--- config.mk ---
export PLATFORM = sky130hd
export DESIGN_NAME = div_ctrl
export DESIGN_NICKNAME = d
export VERILOG_FILES = /design/src/rtl/div_ctrl_pkg.sv /design/src/rtl/div_core.sv /design/src/rtl/div_ctrl.sv
export SDC_FILE = /design/constraint.sdc
export NUM_CORES = 1
export LEC_CHECK = 0
export BUFFER_PORTS_ARGS = -buffer_cell sky130_fd_sc_hd__buf_2
export CORE_MARGIN = 2
export CORE_UTILIZATION = 54
export DETAILED_ROUTE_END_ITERATION = 6
export PLACE_DENSITY = 0.76
export SLEW_MARGIN = 10
export SYNTH_ARGS = -nofsm -noshare
export SYNTH_HDL_FRONTEND = slang
export SYNTH_HIERARCHICAL = 1
export SYNTH_SLANG_ARGS = --single-unit
--- constraint.sdc ---
create_clock -name clk_in -period 3.08 [get_ports clk_in]
set_input_delay 0.616 -clock clk_in [delete_from_list [all_inputs] [get_ports clk_in]]
set_output_delay 0.616 -clock clk_in [all_outputs]
set_load 0.02 [all_outputs]
--- src/rtl/div_ctrl_pkg.sv ---
// div_ctrl_pkg: shared definitions for the programmable clock divider.
//   - Default parameter values for divide-ratio width, burst width and the
//     divide ratio loaded at reset.
//   - Controller state encoding.
package div_ctrl_pkg;

    localparam int CNT_W_DEF   = 16;
    localparam int BURST_W_DEF = 16;
    localparam int DIV_RST_DEF = 3;

    typedef enum logic [1:0] {
        ST_IDLE  = 2'd0,
        ST_RUN   = 2'd1,
        ST_DRAIN = 2'd2
    } state_t;

endpackage

--- src/rtl/div_core.sv ---
// div_core: half-period counter plus the clk_div toggle register.
// Ports:
//   clk_in, rst_n  clock / asynchronous active-low reset
//   en_i           count enable (controller is in RUN or DRAIN)
//   clr_i          clear the half-period counter (run start)
//   ratio_i        half-period minus one, in clk_in cycles
//   clk_div_o      registered divided clock
//   rise_o         this cycle's edge takes clk_div 0->1 (combinational)
//   fall_o         this cycle's edge takes clk_div 1->0 (combinational)
module div_core
    import div_ctrl_pkg::*;
#(
    parameter int CNT_W = CNT_W_DEF
) (
    input  logic             clk_in,
    input  logic             rst_n,
    input  logic             en_i,
    input  logic             clr_i,
    input  logic [CNT_W-1:0] ratio_i,
    output logic             clk_div_o,
    output logic             rise_o,
    output logic             fall_o
);

    logic [CNT_W-1:0] cnt_q, cnt_d;
    logic             clk_q, clk_d;
    logic             hit;

    // >= rather than == so a counter value above the ratio can never stall.
    assign hit    = en_i && (cnt_q >= ratio_i);
    assign rise_o = hit && !clk_q;
    assign fall_o = hit &&  clk_q;

    assign clk_div_o = clk_q;

    always_comb begin
        cnt_d = cnt_q;
        clk_d = clk_q;
        if (clr_i) begin
            cnt_d = '0;
        end else if (en_i) begin
            if (hit) begin
                cnt_d = '0;
                clk_d = ~clk_q;
            end else begin
                cnt_d = cnt_q + CNT_W'(1);
            end
        end
    end

    always_ff @(posedge clk_in or negedge rst_n) begin
        if (!rst_n) begin
            cnt_q <= '0;
            clk_q <= 1'b0;
        end else begin
            cnt_q <= cnt_d;
            clk_q <= clk_d;
        end
    end

endmodule

--- src/rtl/div_ctrl.sv ---
// div_ctrl: programmable clock divider with burst mode and a one-deep
// configuration buffer.
// Ports:
//   clk_in, rst_n  clock / asynchronous active-low reset
//   cfg_valid/cfg_ready  configuration handshake (cfg_div, cfg_burst)
//   cfg_div        half-period minus one
//   cfg_burst      rising edges per burst, 0 = continuous
//   start, stop    single-cycle run / halt requests (stop has priority)
//   clk_div        divided clock
//   tick           pulse in the first cycle clk_div reads 1
//   busy           high in RUN and DRAIN
//   done           pulse when a burst completes
//
// state | meaning
// IDLE  | clk_div parked low, pending config applied immediately
// RUN   | dividing; burst count tracked when started in burst mode
// DRAIN | stop seen during high half; finish it, fall, return to IDLE
module div_ctrl
    import div_ctrl_pkg::*;
#(
    parameter int CNT_W   = CNT_W_DEF,
    parameter int BURST_W = BURST_W_DEF,
    parameter int DIV_RST = DIV_RST_DEF
) (
    input  logic               clk_in,
    input  logic               rst_n,
    input  logic               cfg_valid,
    output logic               cfg_ready,
    input  logic [CNT_W-1:0]   cfg_div,
    input  logic [BURST_W-1:0] cfg_burst,
    input  logic               start,
    input  logic               stop,
    output logic               clk_div,
    output logic               tick,
    output logic               busy,
    output logic               done
);

    state_t             state_q, state_d;
    logic [CNT_W-1:0]   div_act_q, div_act_d;
    logic [BURST_W-1:0] burst_act_q, burst_act_d;
    logic               pend_valid_q, pend_valid_d;
    logic [CNT_W-1:0]   pend_div_q, pend_div_d;
    logic [BURST_W-1:0] pend_burst_q, pend_burst_d;
    logic [BURST_W-1:0] rem_q, rem_d;
    logic               bmode_q, bmode_d;
    logic               tick_q, tick_d;
    logic               done_q, done_d;

    logic core_en, core_clr, rise, fall;
    logic accept, apply;

    div_core #(.CNT_W(CNT_W)) u_core (
        .clk_in    (clk_in),
        .rst_n     (rst_n),
        .en_i      (core_en),
        .clr_i     (core_clr),
        .ratio_i   (div_act_q),
        .clk_div_o (clk_div),
        .rise_o    (rise),
        .fall_o    (fall)
    );

    assign cfg_ready = !pend_valid_q;
    assign accept    = cfg_valid && !pend_valid_q;
    // While running, a new ratio is only taken at a falling edge so both
    // halves of every period are whole.
    assign apply     = pend_valid_q && ((state_q == ST_IDLE) || fall);

    assign busy = (state_q != ST_IDLE);
    assign tick = tick_q;
    assign done = done_q;

    always_comb begin
        state_d      = state_q;
        div_act_d    = div_act_q;
        burst_act_d  = burst_act_q;
        pend_valid_d = pend_valid_q;
        pend_div_d   = pend_div_q;
        pend_burst_d = pend_burst_q;
        rem_d        = rem_q;
        bmode_d      = bmode_q;
        tick_d       = 1'b0;
        done_d       = 1'b0;
        core_en      = 1'b0;
        core_clr     = 1'b0;

        case (state_q)
            ST_IDLE: begin
                if (start && !stop) begin
                    core_clr = 1'b1;
                    rem_d    = burst_act_q;
                    // Mode latched here so a mid-run burst change waits for
                    // the next start.
                    bmode_d  = (burst_act_q != '0);
                    state_d  = ST_RUN;
                end
            end
            ST_RUN: begin
                // Stopping in the low half must not let a rising edge slip out.
                core_en = !(stop && !clk_div);
                if (stop) begin
                    if (!clk_div || fall) begin
                        state_d = ST_IDLE;
                    end else begin
                        state_d = ST_DRAIN;
                    end
                end else if (fall && bmode_q && (rem_q == '0)) begin
                    state_d = ST_IDLE;
                    done_d  = 1'b1;
                end
            end
            ST_DRAIN: begin
                core_en = 1'b1;
                if (fall) begin
                    state_d = ST_IDLE;
                end
            end
            default: begin
                state_d = ST_IDLE;
            end
        endcase

        if (rise) begin
            tick_d = 1'b1;
            if (bmode_q) begin
                rem_d = rem_q - BURST_W'(1);
            end
        end

        if (apply) begin
            div_act_d    = pend_div_q;
            burst_act_d  = pend_burst_q;
            pend_valid_d = 1'b0;
        end
        if (accept) begin
            pend_valid_d = 1'b1;
            pend_div_d   = cfg_div;
            pend_burst_d = cfg_burst;
        end
    end

    always_ff @(posedge clk_in or negedge rst_n) begin
        if (!rst_n) begin
            state_q      <= ST_IDLE;
            div_act_q    <= CNT_W'(DIV_RST);
            burst_act_q  <= '0;
            pend_valid_q <= 1'b0;
            pend_div_q   <= '0;
            pend_burst_q <= '0;
            rem_q        <= '0;
            bmode_q      <= 1'b0;
            tick_q       <= 1'b0;
            done_q       <= 1'b0;
        end else begin
            state_q      <= state_d;
            div_act_q    <= div_act_d;
            burst_act_q  <= burst_act_d;
            pend_valid_q <= pend_valid_d;
            pend_div_q   <= pend_div_d;
            pend_burst_q <= pend_burst_d;
            rem_q        <= rem_d;
            bmode_q      <= bmode_d;
            tick_q       <= tick_d;
            done_q       <= done_d;
        end
    end

endmodule

==> flow_metrics.env <==
export IMPL_cp_start_kind="flop"
export IMPL_crit_fanout=4
export IMPL_grt_overflow=0
export IMPL_cts_hold_buf=0
export IMPL_pwr_share_clk_pct=13.9
export IMPL_finalSetupViolCount=0
export IMPL_cp_required_ns=3.34
export IMPL_setup_tns_ns=0
export IMPL_cts_tree="built"
export IMPL_cpPeakStageDelay_ns=0.46
export IMPL_fp_coreArea_mm2=0.00924
export IMPL_initial_utilization_pct=55.5
export IMPL_grt_setup_unrepaired="true"
export IMPL_num_io_pins=42
export IMPL_swShare_pct=37.2
export IMPL_routed_wl_um=10500
export IMPL_antenna_found_initial=0
export IMPL_drv_slew=0
export IMPL_path_class="reg -> reg"
export IMPL_synth_warnings=6
export IMPL_hold_viol=0
export IMPL_synth_cells=454
export IMPL_crit_path_top_delay_cell="or3_4"
export IMPL_via_per_inst=5.82
export IMPL_p_per_area_mw_per_mm2=939
export IMPL_clock_sinks=103
export IMPL_end_kind="flop"
export IMPL_routedWlPerCell_um=16.3
export IMPL_seq_power_share_pct=44.9
export IMPL_postSynth_asyncResetShare_pct=100
export IMPL_antenna_cells=0
export IMPL_relSlewSlack_pct=61.4
export IMPL_grt_total_usage_pct=22.0
export IMPL_cts_path_max_buffers=2
export IMPL_ys_seq_area_share_pct=50.3
export IMPL_fin_area_mm2=0.00585
export IMPL_power_net_switching_uw=2040
export IMPL_fin_ws_ns=0.0483
export IMPL_cts_buffers=9
export IMPL_area_growth_pct=14.1
export IMPL_r2r_cells=10
export IMPL_synth_edf_count=0
export IMPL_ir_worst_vdd_uv=566
export IMPL_htree_levels=3
export IMPL_fmaxAchievable_mhz=330
export IMPL_drive_above_1_share_pct=32.0
export IMPL_vias=3739
export IMPL_synth_nets=512
export IMPL_critPathMostFrequentCell="or3_4"
export IMPL_dieWidth_um=101
export IMPL_syn_area_mm2=0.00513
export IMPL_path_cells="ha_4, nand4_1, or3_4, a2111oi_4, nor3_2, and3b_2, nand2_1, or3_4, or3b_1, a32o_1"
export IMPL_startpoint="u_core/cnt_q[15]$_DFFE_PN0P_"
export IMPL_ys_ff_latch=103
export IMPL_hpwlAfterDp_um=7470
export IMPL_synth_avg_cell_area_um2=11.3
export IMPL_grt_pass1_vias=3555
export IMPL_grt_pass1_wl_um=17600
export IMPL_min_path_type="in -> async"
export IMPL_drt_iter0_markers=205
export IMPL_place_gp_congestion=0.876
export IMPL_intPower_uw=3450
export IMPL_die_height_um=101
export IMPL_drc=0
export IMPL_cap_violations=0
export IMPL_synth_top_flop_cell="dfrtp_1"
export IMPL_clk_latency_ns=0.37
export IMPL_skew_ns=0.0109
export IMPL_synth_largest_area_cell="dfrtp_1"
export IMPL_finalCritPeriodShare_pct=98.4
export IMPL_nets=567
export IMPL_portBuffers=41
export IMPL_tightestPinTransition_ns=0.578
export IMPL_clkSlewWorstSetupHoldPaths_ns=0.09
export IMPL_die_area_mm2=0.0103
export IMPL_outcome="completed"
export IMPL_ant_nets=0
export IMPL_grt_max_degree=63
export IMPL_cts_root_buf="clkbuf_8"
export IMPL_synthTopCellsByArea="dfrtp_1, mux2_2, ha_1"
export IMPL_reg2reg_to="state_q[0]$_DFFE_PN0P_"
export IMPL_power_uw=5490
export IMPL_endpoint="state_q[0]$_DFFE_PN0P_"
export IMPL_fin_crit_ns=3.03
export IMPL_drt_pass1_iter_count=5
export IMPL_synth_top_area_share_pct=49.3
export IMPL_pre_cts_ws_ns=-0.0361
export IMPL_dpl_cell_area_mm2=0.00560
export IMPL_reg2reg_from="u_core/cnt_q[15]$_DFFE_PN0P_"
export IMPL_power_leakage_uw=0.00257
export IMPL_crit_arrival_ns=3.29
export IMPL_ys_types=67
export IMPL_rows=35
export IMPL_p_comb_share_pct=41.1
export IMPL_rrSetupSlack_ns=0.05
critical path, delay by kind of cell, from the launching register on:
| family | cells | cell delay (ns) |
|---|---|---|
| flops | 1 | 0.43 |
| fa+ha+maj | 1 | 0.29 |
| simple gates | 7 | 1.74 |
| compound gates | 2 | 0.46 |
what timing repair did:
action | CTS | global route
endpoints found under the hold margin | 0 | 0
setup endpoints to repair | 4 | 10
pin swaps | 0 | 3
setup buffers | 0 | 1
resized for setup | 2 | 8
sequential cells by signal, indices dropped and copies added, names as in the netlist, 2 cells and up:
| register | cells |
|---|---|
| burst_act_q | 16 |
| div_act_q | 16 |
| pend_burst_q | 16 |
| pend_div_q | 16 |
| rem_q | 16 |
| state_q | 2 |
| u_core/cnt_q | 16 |
placed cells by master, fill, tap and decap left out, types with 4 or more instances in the layout:
cell type  synthesis  layout
nor3_1            10      10
ha_1              21      18
nand2b_1           8       8
a311oi_1           4       4
a21oi_1           30      30
nand4_1            4       4
buf_2              0      40
nand2_1           27      26
mux2_2            60      60
nor4_1             8       7
o21ai_0           11      11
nand3_1           13      13
buf_4              1      19
nor2_1            21      21
clkbuf_8           0       9
inv_1             27      27
dfrtp_1          101     101
a31oi_1            9       9
mux2_1             4       4
synthesized netlist by cell type, types with 3 or more instances:
cell type  number
nand2_1        27
o21ai_0        11
dfrtp_1       101
nor2b_1         4
ha_1           21
mux2i_1         3
clkbuf_1       11
and3_1          3
mux2_2         60
or3_1           3
nor2_1         21
inv_1          27
nand2b_1        8
mux2_1          4
a31oi_1         9
nand3_1        13
a311oi_1        4
o21ai_1         4
a21oi_1        30
nor3_1         10
nor4_1          8
o31ai_1         3
nand4_1         4
buf_1           4
power groups by stage:
| stage | Sequential [uW] | Clock [uW] | Combinational [uW] |
|---|---|---|---|
| after floorplan | 2300 | 0 | 1740 |
| after global placement | 2450 | 0 | 2130 |
| after detailed placement | 2480 | 0 | 2210 |
| after CTS | 2460 | 797 | 2230 |
| after global routing | 2560 | 846 | 2490 |
| final | 2470 | 766 | 2260 |
metrics by stage:
step	hold WS, ns	utilization (%)	instances
global route	0.266	63.3	642
global placement	0.473	60.6	626
CTS	0.241	62.6	641
detailed placement	0.482	60.6	626
finish	0.225	63.3	642
floorplan	0.320	-	454
cell type report:
cell class                      count  area (um^2)
Clock buffer                       10          128
Clock inverter                      5         42.5
Fill cell                         731         3390
Inverter                           28          105
Multi-Input combinational cell    306         2450
Sequential cell                   103         2580
Tap cell                          129          161
Timing Repair Buffer               61          383
worst min path at each step:
stage                                           start                           to  depth (start not counted)
after floorplan                                 rst_n          bmode_q$_DFFE_PN0P_                          0
after global placement     pend_div_q[11]$_DFFE_PN0P_   pend_div_q[11]$_DFFE_PN0P_                          1
after detailed placement  pend_burst_q[6]$_DFFE_PN0P_  pend_burst_q[6]$_DFFE_PN0P_                          1
after CTS                                       rst_n    pend_div_q[2]$_DFFE_PN0P_                          1
after global routing                            rst_n    pend_div_q[2]$_DFFE_PN0P_                          1
final                                           rst_n          rem_q[10]$_DFF_PN0_                          1
kinds of logic (layout without fill, tap and decap cells):
family | count (synthesis) | in the layout | share of synthesized area [%]
XOR/XNOR | 2 | 2 | 0.342
multiplexers | 67 | 67 | 14.6
AO/OA/AOI/OAI | 89 | 89 | 12.0
buffers and inverters | 45 | 104 | 3.51
flip-flops | 103 | 103 | 50.3
adder cells (fa/ha/maj) | 21 | 21 | 5.12
AND/OR/NAND/NOR | 127 | 127 | 14.1
per-layer routing:
layer | global-route usage [%] | wire, um | vias up
met4 | 7.17 | 157 | 0
met1 | 31.2 | 4880 | 1846
met2 | 34.5 | 4900 | 107
met5 | 0 | 0 | -
met3 | 4.14 | 546 | 13
li1 | - | - | 1773
(Power assumes the default switching activity.)
